`src/rtl/ysyx_23060201_pkg.sv`:
```
// Shared encodings for the write-back unit: result-source selects, FSM states
// and the RV32 load funct3 codes.
package ysyx_23060201_pkg;

  localparam logic [1:0] WB_SEL_ALU  = 2'd0;
  localparam logic [1:0] WB_SEL_LOAD = 2'd1;
  localparam logic [1:0] WB_SEL_PC4  = 2'd2;
  localparam logic [1:0] WB_SEL_CSR  = 2'd3;

  localparam logic [1:0] WBU_IDLE     = 2'd0;
  localparam logic [1:0] WBU_WAIT_MEM = 2'd1;
  localparam logic [1:0] WBU_COMMIT   = 2'd2;

  localparam logic [2:0] FUNCT3_LB  = 3'b000;
  localparam logic [2:0] FUNCT3_LH  = 3'b001;
  localparam logic [2:0] FUNCT3_LW  = 3'b010;
  localparam logic [2:0] FUNCT3_LBU = 3'b100;
  localparam logic [2:0] FUNCT3_LHU = 3'b101;

endpackage

```
`src/rtl/ysyx_23060201_load_ext.sv`:
```
// Load alignment and extension: shifts the raw word by the byte offset, then
// sign/zero extends according to funct3. Misaligned accesses are not flagged.
module ysyx_23060201_load_ext
  import ysyx_23060201_pkg::*;
#(
  parameter int DATA_WIDTH = 32
) (
  input  logic [DATA_WIDTH-1:0] rdata,
  input  logic [1:0]            off,
  input  logic [2:0]            funct3,
  output logic [DATA_WIDTH-1:0] data
);

  logic [DATA_WIDTH-1:0] shifted;

  assign shifted = rdata >> {off, 3'b000};

  always_comb begin
    case (funct3)
      FUNCT3_LB:  data = {{(DATA_WIDTH-8){shifted[7]}}, shifted[7:0]};
      FUNCT3_LBU: data = {{(DATA_WIDTH-8){1'b0}}, shifted[7:0]};
      FUNCT3_LH:  data = {{(DATA_WIDTH-16){shifted[15]}}, shifted[15:0]};
      FUNCT3_LHU: data = {{(DATA_WIDTH-16){1'b0}}, shifted[15:0]};
      FUNCT3_LW:  data = shifted;
      default:    data = shifted;
    endcase
  end

endmodule

```
`src/rtl/ysyx_23060201_wbu.sv`:
```
// Write-back unit: accepts one retiring instruction per handshake, waits for
// load data when needed, and drives the GPR write plus retirement report.
module ysyx_23060201_wbu
  import ysyx_23060201_pkg::*;
#(
  parameter int ADDR_WIDTH = 5,
  parameter int DATA_WIDTH = 32
) (
  input  logic                  clk,
  input  logic                  rst,
  input  logic                  in_valid,
  output logic                  in_ready,
  input  logic [ADDR_WIDTH-1:0] in_rd,
  input  logic                  in_rd_wen,
  input  logic [1:0]            in_sel,
  input  logic [DATA_WIDTH-1:0] in_alu_res,
  input  logic [DATA_WIDTH-1:0] in_csr_rdata,
  input  logic [DATA_WIDTH-1:0] in_pc,
  input  logic [2:0]            in_ld_funct3,
  input  logic [1:0]            in_ld_off,
  input  logic                  mem_rvalid,
  input  logic [DATA_WIDTH-1:0] mem_rdata,
  output logic                  mem_rready,
  output logic                  gpr_wen,
  output logic [ADDR_WIDTH-1:0] gpr_waddr,
  output logic [DATA_WIDTH-1:0] gpr_wdata,
  output logic                  commit_valid,
  output logic [DATA_WIDTH-1:0] commit_pc,
  output logic [31:0]           commit_cnt,
  output logic                  pend_valid,
  output logic [ADDR_WIDTH-1:0] pend_rd
);

  logic [1:0]            state_reg, state_next;
  logic [ADDR_WIDTH-1:0] rd_reg;
  logic                  rd_wen_reg;
  logic [DATA_WIDTH-1:0] pc_reg;
  logic [DATA_WIDTH-1:0] result_reg;
  logic [DATA_WIDTH-1:0] accept_result;
  logic [2:0]            funct3_reg;
  logic [1:0]            off_reg;
  logic [31:0]           cnt_reg;
  logic [DATA_WIDTH-1:0] ld_data;
  logic                  accept;
  logic                  rd_live;

  // in_ready is gated by reset so that every output reads 0 while held in reset.
  assign in_ready = rst & (state_reg != WBU_WAIT_MEM);
  assign accept   = in_valid & in_ready;

  always_comb begin
    case (in_sel)
      WB_SEL_ALU: accept_result = in_alu_res;
      WB_SEL_PC4: accept_result = in_pc + DATA_WIDTH'(4);
      WB_SEL_CSR: accept_result = in_csr_rdata;
      default:    accept_result = '0;
    endcase
  end

  always_comb begin
    state_next = state_reg;
    case (state_reg)
      WBU_IDLE: begin
        if (accept) state_next = (in_sel == WB_SEL_LOAD) ? WBU_WAIT_MEM : WBU_COMMIT;
      end
      WBU_WAIT_MEM: begin
        if (mem_rvalid) state_next = WBU_COMMIT;
      end
      WBU_COMMIT: begin
        if (accept) state_next = (in_sel == WB_SEL_LOAD) ? WBU_WAIT_MEM : WBU_COMMIT;
        else        state_next = WBU_IDLE;
      end
      default: state_next = WBU_IDLE;
    endcase
  end

  ysyx_23060201_load_ext #(
    .DATA_WIDTH(DATA_WIDTH)
  ) u_load_ext (
    .rdata (mem_rdata),
    .off   (off_reg),
    .funct3(funct3_reg),
    .data  (ld_data)
  );

  always_ff @(posedge clk or negedge rst) begin
    if (!rst) begin
      state_reg  <= WBU_IDLE;
      rd_reg     <= '0;
      rd_wen_reg <= 1'b0;
      pc_reg     <= '0;
      result_reg <= '0;
      funct3_reg <= '0;
      off_reg    <= '0;
      cnt_reg    <= '0;
    end else begin
      state_reg <= state_next;
      if (accept) begin
        rd_reg     <= in_rd;
        rd_wen_reg <= in_rd_wen;
        pc_reg     <= in_pc;
        result_reg <= accept_result;
        funct3_reg <= in_ld_funct3;
        off_reg    <= in_ld_off;
      end else if (state_reg == WBU_WAIT_MEM && mem_rvalid) begin
        result_reg <= ld_data;
      end
      if (state_reg == WBU_COMMIT) cnt_reg <= cnt_reg + 32'd1;
    end
  end

  // x0 writes are suppressed only at the enable; address and data still follow the capture.
  assign rd_live      = rd_wen_reg & (rd_reg != '0);
  assign mem_rready   = (state_reg == WBU_WAIT_MEM);
  assign commit_valid = (state_reg == WBU_COMMIT);
  assign commit_pc    = pc_reg;
  assign commit_cnt   = cnt_reg;
  assign gpr_wen      = commit_valid & rd_live;
  assign gpr_waddr    = rd_reg;
  assign gpr_wdata    = result_reg;
  assign pend_valid   = rd_live & (state_reg == WBU_WAIT_MEM || state_reg == WBU_COMMIT);
  assign pend_rd      = rd_reg;

endmodule
```
`config.mk`:
```
export PLATFORM = sky130hd
export DESIGN_NAME = ysyx_23060201_wbu
export DESIGN_NICKNAME = d
export VERILOG_FILES = /design/src/rtl/ysyx_23060201_pkg.sv /design/src/rtl/ysyx_23060201_load_ext.sv /design/src/rtl/ysyx_23060201_wbu.sv
export SDC_FILE = /design/constraint.sdc
export NUM_CORES = 1
export LEC_CHECK = 0
export ABC_CLOCK_PERIOD_IN_PS = 5250
export CAP_MARGIN = 20
export CORE_MARGIN = 5
export CORE_UTILIZATION = 30
export DETAILED_ROUTE_END_ITERATION = 16
export PLACE_DENSITY = 0.57
export SYNTH_ARGS = -nofsm -noshare
export SYNTH_HDL_FRONTEND = slang
export SYNTH_SLANG_ARGS = --single-unit
```
`constraint.sdc`:
```
create_clock -name clk -period 5.25 [get_ports clk]
set_input_delay 1.05 -clock clk [delete_from_list [all_inputs] [get_ports clk]]
set_output_delay 1.05 -clock clk [all_outputs]
set_load 0.01 [all_outputs]
```
### Yosys cells after proc, flatten, opt, wreduce, memory -nomap -nowiden

Cells that the tools add are included.

| word-level totals | value |
|---|---|
| register bits | 109 |
| input bits | 145 |
| output and inout bits | 111 |
| word-level logic and storage cells | 44 |

| operators by class | value |
|---|---|
| add/sub/neg operators | 2 |
| equality and inequality tests | 11 |
| shift-type cells | 1 |
| muxes and demuxes | 9 |
| bitwise operators | 5 |
| reductions and logical operators | 8 |

Operators with widths:

| cell | number |
|---|---|
| 32-bit case mux with 4 select lines | 1 |
| 32-bit case mux with 3 select lines | 1 |
| 32-bit two-way mux | 2 |
| 32-bit by 1-bit adder with 32-bit output (second input constant) | 1 |
| 32-bit by 3-bit adder with 32-bit output (second input constant) | 1 |
| 32-bit by 5-bit right shift with 32-bit output | 1 |
| 2-bit two-way mux | 4 |
| 2-bit == test (second input constant) | 3 |
| 3-bit == test (second input constant) | 2 |
| 2-bit case mux with 3 select lines | 1 |
| 1-bit bitwise AND | 5 |
| 5-bit nonzero test | 1 |
| 2-bit by 1-bit == test with 1-bit output (second input constant) | 2 |
| 2-bit zero test | 2 |
| 2-bit inequality test (second input constant) | 2 |
| 3-bit by 1-bit == test with 1-bit output (second input constant) | 1 |
| 3-bit zero test | 1 |
| 2-bit by 1-bit inequality test with 1-bit output (second input constant) | 1 |
| 2-bit AND reduction | 1 |
| 2-bit nonzero test | 1 |
| 1-bit logical AND | 1 |
| 1-bit logical OR | 1 |

### Logic depth before layout (Yosys ltp)

Gate-level depths: netlist (run 1).

| logic depth | value |
|---|---|
| word-level depth | 5 |
| gate-level depth with buffers | 10 |
| mapped depth without buffers | 7 |

### By module

Synthesis (run 1) repeated with hierarchy kept, for this count alone.

| second synthesis, totals | value |
|---|---|
| cell total of the unflattened synthesis | 752 |
| area, all modules | 6467.5 um^2 |

Modules (own cells, without submodules):

| module | instances | cells each | area an instance (um^2) | sequential area each (um^2) |
|---|---|---|---|---|
| ysyx_23060201_wbu | 1 | 645 | 5773.0 | 2727.6 |
| ysyx_23060201_load_ext | 1 | 107 | 694.4 | 0.0 |

### Worst setup path before layout (run 1)

Ideal clock, no wire load.

| timing path | value |
|---|---|
| path type | input to register |
| from | in in_pc[5] |
| to | reg result_reg[10], in the netlist gpr_wdata[10] |
| arrival time | 2.469 ns |
| required time | 5.117 ns |
| setup slack | 2.648 ns |
| stages | 7 |
| buffers on the path | 2 |
| path through | buf_2 nand4_1 or2_1 clkbuf_1 xnor2_1 a222oi_1 o22ai_1 |

| between the ends | value |
|---|---|
| word-level cells in the longest chain between the ends | 3 |

Ends and longest elaborated chain:

| item | RTL line | text |
|---|---|---|
| start, declared | ysyx_23060201_wbu.sv:18 | `input logic [DATA_WIDTH-1:0] in_pc,` |
| 32-bit by 3-bit adder with 32-bit output | ysyx_23060201_wbu.sv:54 | `WB_SEL_PC4: accept_result = in_pc + DATA_WIDTH'(4);` |
| 32-bit case mux with 3 select lines | ysyx_23060201_wbu.sv:52 | `case (in_sel)` |
| 32-bit two-way mux | ysyx_23060201_wbu.sv:98 | `if (accept) begin` |
| end signal, assigned | ysyx_23060201_wbu.sv:102 | `result_reg <= accept_result;` |
| end signal, assigned | ysyx_23060201_wbu.sv:106 | `result_reg <= ld_data;` |
| end, declared | ysyx_23060201_wbu.sv:38 | `logic [DATA_WIDTH-1:0] result_reg;` |

Every way passes these cells.
A chain may end at the register's enable or synchronous reset.

### Worst setup path after layout (run 1)

| timing path | value |
|---|---|
| from | reg rd_reg[3], in the netlist gpr_waddr[3] |
| to | out gpr_wen |

| between the ends | value |
|---|---|
| word-level cells in the longest chain between the ends | 3 |

Ends and longest elaborated chain:

| item | RTL line | text |
|---|---|---|
| start, declared | ysyx_23060201_wbu.sv:35 | `logic [ADDR_WIDTH-1:0] rd_reg;` |
| start signal, assigned | ysyx_23060201_wbu.sv:99 | `rd_reg <= in_rd;` |
| 5-bit nonzero test | ysyx_23060201_wbu.sv:113 | `assign rd_live = rd_wen_reg & (rd_reg != '0);` |
| 1-bit bitwise AND | ysyx_23060201_wbu.sv:113 |  |
| 1-bit bitwise AND | ysyx_23060201_wbu.sv:118 | `assign gpr_wen = commit_valid & rd_live;` |
| end, declared | ysyx_23060201_wbu.sv:24 | `output logic gpr_wen,` |

Every way passes these cells.

==> qor.yml, run 1 <==
placement:
  preCtsSetupSlack_ns: 1.56
  port-buffer-count: 255
  hpwl_um: 19500
  dpl_cell_area_sq_um: 9150
  dp.cells: 1216
  globalplace.congestion: 0.848
synthesis:
  synth.yosys.seq_area_share_pct: 42.3
  synth.top_cells.by_area: "dfrtp_1, nand2_1, xnor2_1"
  async_reset_ff_share_pct: 100
  synth-xor-area-share_pct: 6.80
  synth-compound-area-share_pct: 16.9
  synth_ff_type: "dfrtp_1"
  synth_cell_types: 64
  synthTopCellsByCount: "nand2_1, dfrtp_1, a21oi_1"
  synthMuxAreaShare_pct: 4.68
  syn_area_sq_um: 6440
  synth.largest_area_cell: "dfrtp_1"
  synth_fa_ha_area_share_pct: 1.17
  synth-simple-area-share_pct: 23.0
  syn_inst: 729
  synth_most_common_cell: "nand2_1"
  synth_top_area_share_pct: 42.3
  synth_warnings: 0
  ys_ff_latch: 109
  synth_nets: 880
  synth_top_family_by_area: "simple AND/OR/NAND/NOR gates"
  syn_avg_cell_area_sq_um: 8.84
  synth_edf_count: 0
power:
  p_total_mw: 3.63
  p_comb_share_pct: 44.6
  p_sw_share_pct: 35.6
  p_int_mw: 2.34
  power_frac_clock_pct: 20.5
  power_frac_seq_pct: 34.9
  p_leak_nw: 3.90
  netSwitchingPower_mw: 1.29
  vdd_ir_drop_max_uv: 198
  p_per_area_nw_per_um2: 383
global_route:
  grt_pass1_vias: 6362
  grt-ovfl-total: 0
  grt.total_usage_pct: 20.1
  grt_antenna_before_repair: 3
  grt_pass1_wl_um: 38000
  grt_max_degree: 80
sta:
  tightest_slew_ns: 0.870
  fin_worst_hold_slack_ns: 0.473
  fin_skew_ns: 0.00873
  setup_slack_ns: 1.88
  hold_viol_final: 0
  post-route-period-util_pct: 64.2
  period_needed_ns: 3.37
  max_slew_margin_pct: 41.7
  setup_viol: 0
  finalSetupTns_ns: 0
  rsz0062_at_grt: "no"
  max_freq_mhz: 297
  slew_violations: 0
layout:
  synthToLayoutAreaGrowth_pct: 46.8
  final_util_pct: 44.8
  fin_nets: 1103
  final_area_sq_um: 9460
  final_cells: 1231
  drive_gt1_share_pct: 4.71
cts:
  cts_resized: 0
  cts_setup_buffers: 0
  clk_latency_ns: 0.36
  numCtsBuffers: 9
  cts_hold_buf: 0
  cts_root_buffer: "clkbuf_16"
  clock_path_buffers: 2
  cts_tree: "built"
  cts_max_level: 3
  cts.clk_slew.worst_paths_ns: 0.07
  cts_sinks: 109
setup_path:
  endpoint_kind: "output pin"
  worstPathMaxFanout: 4
  cp.required_ns: 4.20
  path_class: "flop to output pin"
  reg2reg_slack_ns: 2.69
  startpoint_type: "flop"
  critical_path_arrival_ns: 2.32
floorplan:
  rows: 53
  design.die.area_sq_um: 24500
  ioPinCount: 256
  start_util_pct: 30.6
  die_h_um: 157
  dieWidth_um: 157
  core_sq_um: 21100
routing:
  dr.pass1.iters: 4
  ant_nets: 0
  drc_errors: 0
  routed_wl_um: 24900
  first_iter_violations: 359
  wire_per_inst_um: 20.2
  routed_via_density: 5.11
  vias: 6288
job:
  cap_viol_max_count: 0
run_status:
  outcome: "finished, final reports clean"
worst_hold_path:
  hold_class: "flop to flop"
[final timing paths]
check / to / cells after the start / start
setup / recovery: gpr_wen / 4 / gpr_waddr[3]$_DFFE_PN0N_
hold / removal: commit_cnt[31]$_DFFE_PN0P_ / 1 / commit_cnt[31]$_DFFE_PN0P_
setup reg to reg: gpr_wdata[31]$_DFFE_PN0P_ / 6 / state_reg[1]$_DFFE_PN0P_
hold reg to reg: commit_cnt[31]$_DFFE_PN0P_ / 1 / commit_cnt[31]$_DFFE_PN0P_
max in group asynchronous: commit_pc[31]$_DFFE_PN0N_ / 2 / rst
min in group asynchronous: commit_cnt[15]$_DFFE_PN0P_ / 1 / rst
[routing by layer]
| metal | GRT usage, % | up-vias | share of wire (%) |
|---|---|---|---|
| met2 | 32.7 | 233 | 47 |
| met4 | 5.66 | 4 | 1.9 |
| li1 | - | 3049 | - |
| met5 | 0 | - | 0.10 |
| met1 | 25.9 | 2973 | 43 |
| met3 | 6.50 | 29 | 8.2 |
[kinds of logic (layout without fill, tap and decap cells)]
group,Yosys count,in the layout
simple gates,312,312
compound gates,160,160
flops,109,109
buf+inv,65,291
xor+xnor,50,50
mux,27,27
fa+ha+maj,6,6
other cells,0,1
[worst max-delay path, cell delays in order, from the launching register on]
cell	delay [ns]
dfrtp_1	0.42
or4_1	0.55
o21ai_0	0.38
nor2_1	0.09
clkdlybuf4s50_1	0.52
[cell usage in the layout (no fill, tap or decap), types with 3 or more instances in the layout]
master / synthesis / routed
dfrtp_1: 109 / 109
o31a_1: 3 / 3
and4_1: 6 / 6
nor4_1: 9 / 9
a21oi_1: 44 / 44
clkdlybuf4s50_1: 0 / 254
nor2b_1: 11 / 11
and3_1: 10 / 10
o32ai_1: 4 / 4
mux2_2: 5 / 5
a222oi_1: 3 / 3
o21ai_0: 19 / 19
o22ai_1: 9 / 9
mux2i_1: 20 / 20
o21ai_1: 6 / 6
ha_1: 6 / 6
buf_4: 7 / 11
inv_1: 10 / 10
a221o_1: 6 / 6
clkbuf_16: 0 / 9
nand4_1: 14 / 14
a211oi_1: 24 / 24
nand2_1: 163 / 163
and2_1: 3 / 3
xnor2_1: 29 / 29
a22oi_1: 7 / 7
nor3_1: 16 / 16
nand3_1: 22 / 22
xor2_1: 21 / 21
nor2_1: 38 / 37
a221oi_1: 12 / 12
o221ai_1: 3 / 3
nand2b_1: 5 / 5
a31oi_1: 4 / 4
[area by class of cell]
class / count / area [sq um]
fill: 2096 / 11600
multi-input combinational: 555 / 3390
sequential: 109 / 2730
timing repair buffer: 266 / 2650
tap: 275 / 344
clock buffer: 9 / 225
clock inverter: 5 / 85.1
inverter: 11 / 41.3
antenna: 1 / 2.50
[power groups by stage]
stage / Combinational (mW) / Clock, mW / Sequential (mW)
2_1_floorplan: 0.667 / 0 / 1.36
3_3_place_gp: 1.62 / 0 / 1.27
3_5_place_dp: 1.63 / 0 / 1.28
4_1_cts: 1.63 / 0.770 / 1.27
5_1_grt: 1.76 / 0.796 / 1.31
6_report: 1.62 / 0.745 / 1.27
(Power assumes the default switching activity.)
==> run 2, diff against run 1 <==
Settings changed: ABC_CLOCK_PERIOD_IN_PS 5250 to 3150.
Clock period 5.25 ns to 3.15 ns, I/O delays scaled along.
==> run 2 against run 1 <==
Clock power increased by 52%. Power up 65%. Combinational power rose by 66%. Register-to-register slack worse by 1.9 ns. Flip-flop and latch count is the same. Via count is 2.0% higher. Critical path depth unchanged. Cell count increased by 1.4%. Sequential power grew 69%. Sequential share of layout area decreased by 0.26 points. Non-clock buffer count up 16. Critical path type unchanged.
==> qor.yml, run 2 (synthesis results as in run 1) <==
run_status:
  outcome: "finished, final reports clean"
sta:
  max_slew_margin_pct: 38.5  # -3.2 points
  tightest_slew_ns: 0.922  # +0.0526 ns
  setup_slack_ns: 0.187  # -1.69 ns
  setup_viol: 0  # unchanged
  fin_worst_hold_slack_ns: 0.183  # -0.290 ns
  slew_violations: 0  # unchanged
  fin_skew_ns: 0.0124  # +0.00367 ns
  rsz0062_at_grt: "no"
  max_freq_mhz: 337
  hold_viol_final: 0  # unchanged
  post-route-period-util_pct: 94.1
  period_needed_ns: 2.96
  finalSetupTns_ns: 0  # unchanged
power:
  p_per_area_nw_per_um2: 626  # +63%
  vdd_ir_drop_max_uv: 332  # +68%
  netSwitchingPower_mw: 2.21  # +71%
  p_total_mw: 5.97  # +65%
  p_comb_share_pct: 45.0  # +0.4 points
  power_frac_seq_pct: 36.1  # +1.2 points
  p_sw_share_pct: 36.9  # +1.4 points
  power_frac_clock_pct: 18.9  # -1.6 points
  p_leak_nw: 3.96  # +1.6%
  p_int_mw: 3.77  # +61%
setup_path:
  endpoint_kind: "output pin"
  startpoint_type: "flop"
  critical_path_arrival_ns: 2.33  # about the same
  crit_chain: "or4_1, o21ai_0, nor2_1, clkdlybuf4s50_1"
  cp_top_family: "simple AND/OR/NAND/NOR gates"
  cp.required_ns: 2.52  # -1.68 ns
  cpPeakStageDelay_ns: 0.57  # +0.02 ns
  cp.buffers_inverters: 1  # unchanged
  worstPathMaxFanout: 4  # unchanged
  path_class: "flop to output pin"
  slowest_stage: "or4_1"
floorplan:
  dieWidth_um: 157  # unchanged
  design.die.area_sq_um: 24500  # unchanged
  core_sq_um: 21100  # unchanged
  die_h_um: 157  # unchanged
  rows: 53  # unchanged
  start_util_pct: 30.6  # unchanged
  ioPinCount: 256  # unchanged
layout:
  fillers: 2088  # -0.38%
  final_common_cell: "clkdlybuf4s50_1"
  layout_common_cells: "clkdlybuf4s50_1, nand2_1, dfrtp_1, a21oi_1, nor2_1"
  fin_nets: 1119  # +1.5%
  drive_gt1_share_pct: 6.47  # +1.8 points
  final_area_sq_um: 9550  # +0.93%
  synthToLayoutAreaGrowth_pct: 48.2
  final_util_pct: 45.3  # +0.42 points
  n_antenna_cell: 0  # -1
  final_cells: 1248  # +1.4%
placement:
  dp.cells: 1232  # +1.3%
  globalplace.congestion: 0.880  # +3.8%
  preCtsSetupSlack_ns: 0.305  # -1.26 ns
  hpwl_um: 20100  # +2.7%
  dpl_cell_area_sq_um: 9270  # +1.3%
  port-buffer-count: 255  # unchanged
cts:
  numCtsBuffers: 9  # unchanged
  cts_resized: 0  # unchanged
  cts_hold_buf: 0  # unchanged
  clock_path_buffers: 2  # unchanged
  cts.clk_slew.worst_paths_ns: 0.08  # about the same
  clk_latency_ns: 0.36  # about the same
  cts_max_level: 3  # unchanged
  cts_root_buffer: "clkbuf_16"
  cts_tree: "built"
  cts_sinks: 109  # unchanged
  cts_setup_buffers: 0  # unchanged
routing:
  routed_via_density: 5.14  # +0.60%
  ant_nets: 0  # unchanged
  wire_per_inst_um: 20.1  # -0.62%
  first_iter_violations: 400  # +11%
  routed_wl_um: 25100  # +0.75%
  vias: 6413  # +2.0%
  drc_errors: 0  # unchanged
  dr.pass1.iters: 5  # +1
worst_hold_path:
  hold_class: "input pin to async pin"
global_route:
  grt_antenna_before_repair: 3  # unchanged
  grt_max_degree: 67  # -16%
  grt_pass1_wl_um: 37800  # -0.44%
  grt-ovfl-total: 0  # unchanged
  grt.total_usage_pct: 20.2  # about the same
  grt_pass1_vias: 6362  # unchanged
job:
  cap_viol_max_count: 0  # unchanged
run 2: changes by cell type in the layout (fill, tap and decap cells not counted), sizes merged:
cell      delta
buf         +16
diode        -1
clkinv       +1
clkinvlp     +1
bufinv       -2
inv          +2
run 2: metal layers:
metal  global-route usage (%)  routed length, um
met1                     26.4              10700
met2                     32.8              11800
met3                     6.33               2130
met4                     4.42                365
met5                        0                 34
run 2: layout make-up:
type / instances / area (sq um) / share of cell area (%)
multi-input combinational: 555 / 3390 / 35.5
timing repair buffer: 282 / 2770 / 29.0
sequential: 109 / 2730 / 28.6
tap: 275 / 344 / 3.60
clock buffer: 9 / 225 / 2.36
clock inverter: 7 / 55.1 / 0.577
inverter: 11 / 41.3 / 0.433
run 2: worst register-to-register path, cell delays in order (launching register included):
cell and delay, ns:
dfrtp_1 0.42, inv_1 0.09, ha_1 0.38, nand3b_1 0.25, buf_12 0.27, nand2_1 0.30
o22a_1 0.28, o21ai_0 0.10, o21ba_1 0.18
run 2: power by group through the flow:
stage               clock network [mW]  logic, mW  registers, mW
finish                            1.13       2.69           2.15
floorplan                            0       1.11           2.26
global route                      1.21       2.93           2.21
detailed placement                   0       2.71           2.17
CTS                               1.16       2.72           2.15
global placement                     0       2.71           2.17
run 2: worst paths after layout:
kind	end	cells past startpoint	slack (ns)	startpoint
setup / recovery	pend_valid	4	0.19	gpr_waddr[0]$_DFFE_PN0N_
setup reg to reg	gpr_wdata[31]$_DFFE_PN0P_	8	0.77	state_reg[1]$_DFFE_PN0P_
hold reg to reg	commit_cnt[31]$_DFFE_PN0P_	1	0.48	commit_cnt[31]$_DFFE_PN0P_
hold / removal	commit_cnt[9]$_DFFE_PN0P_	1	0.18	rst
max in group asynchronous	commit_pc[15]$_DFFE_PN0N_	2	1.73	rst
min in group clk	commit_cnt[31]$_DFFE_PN0P_	1	0.48	commit_cnt[31]$_DFFE_PN0P_
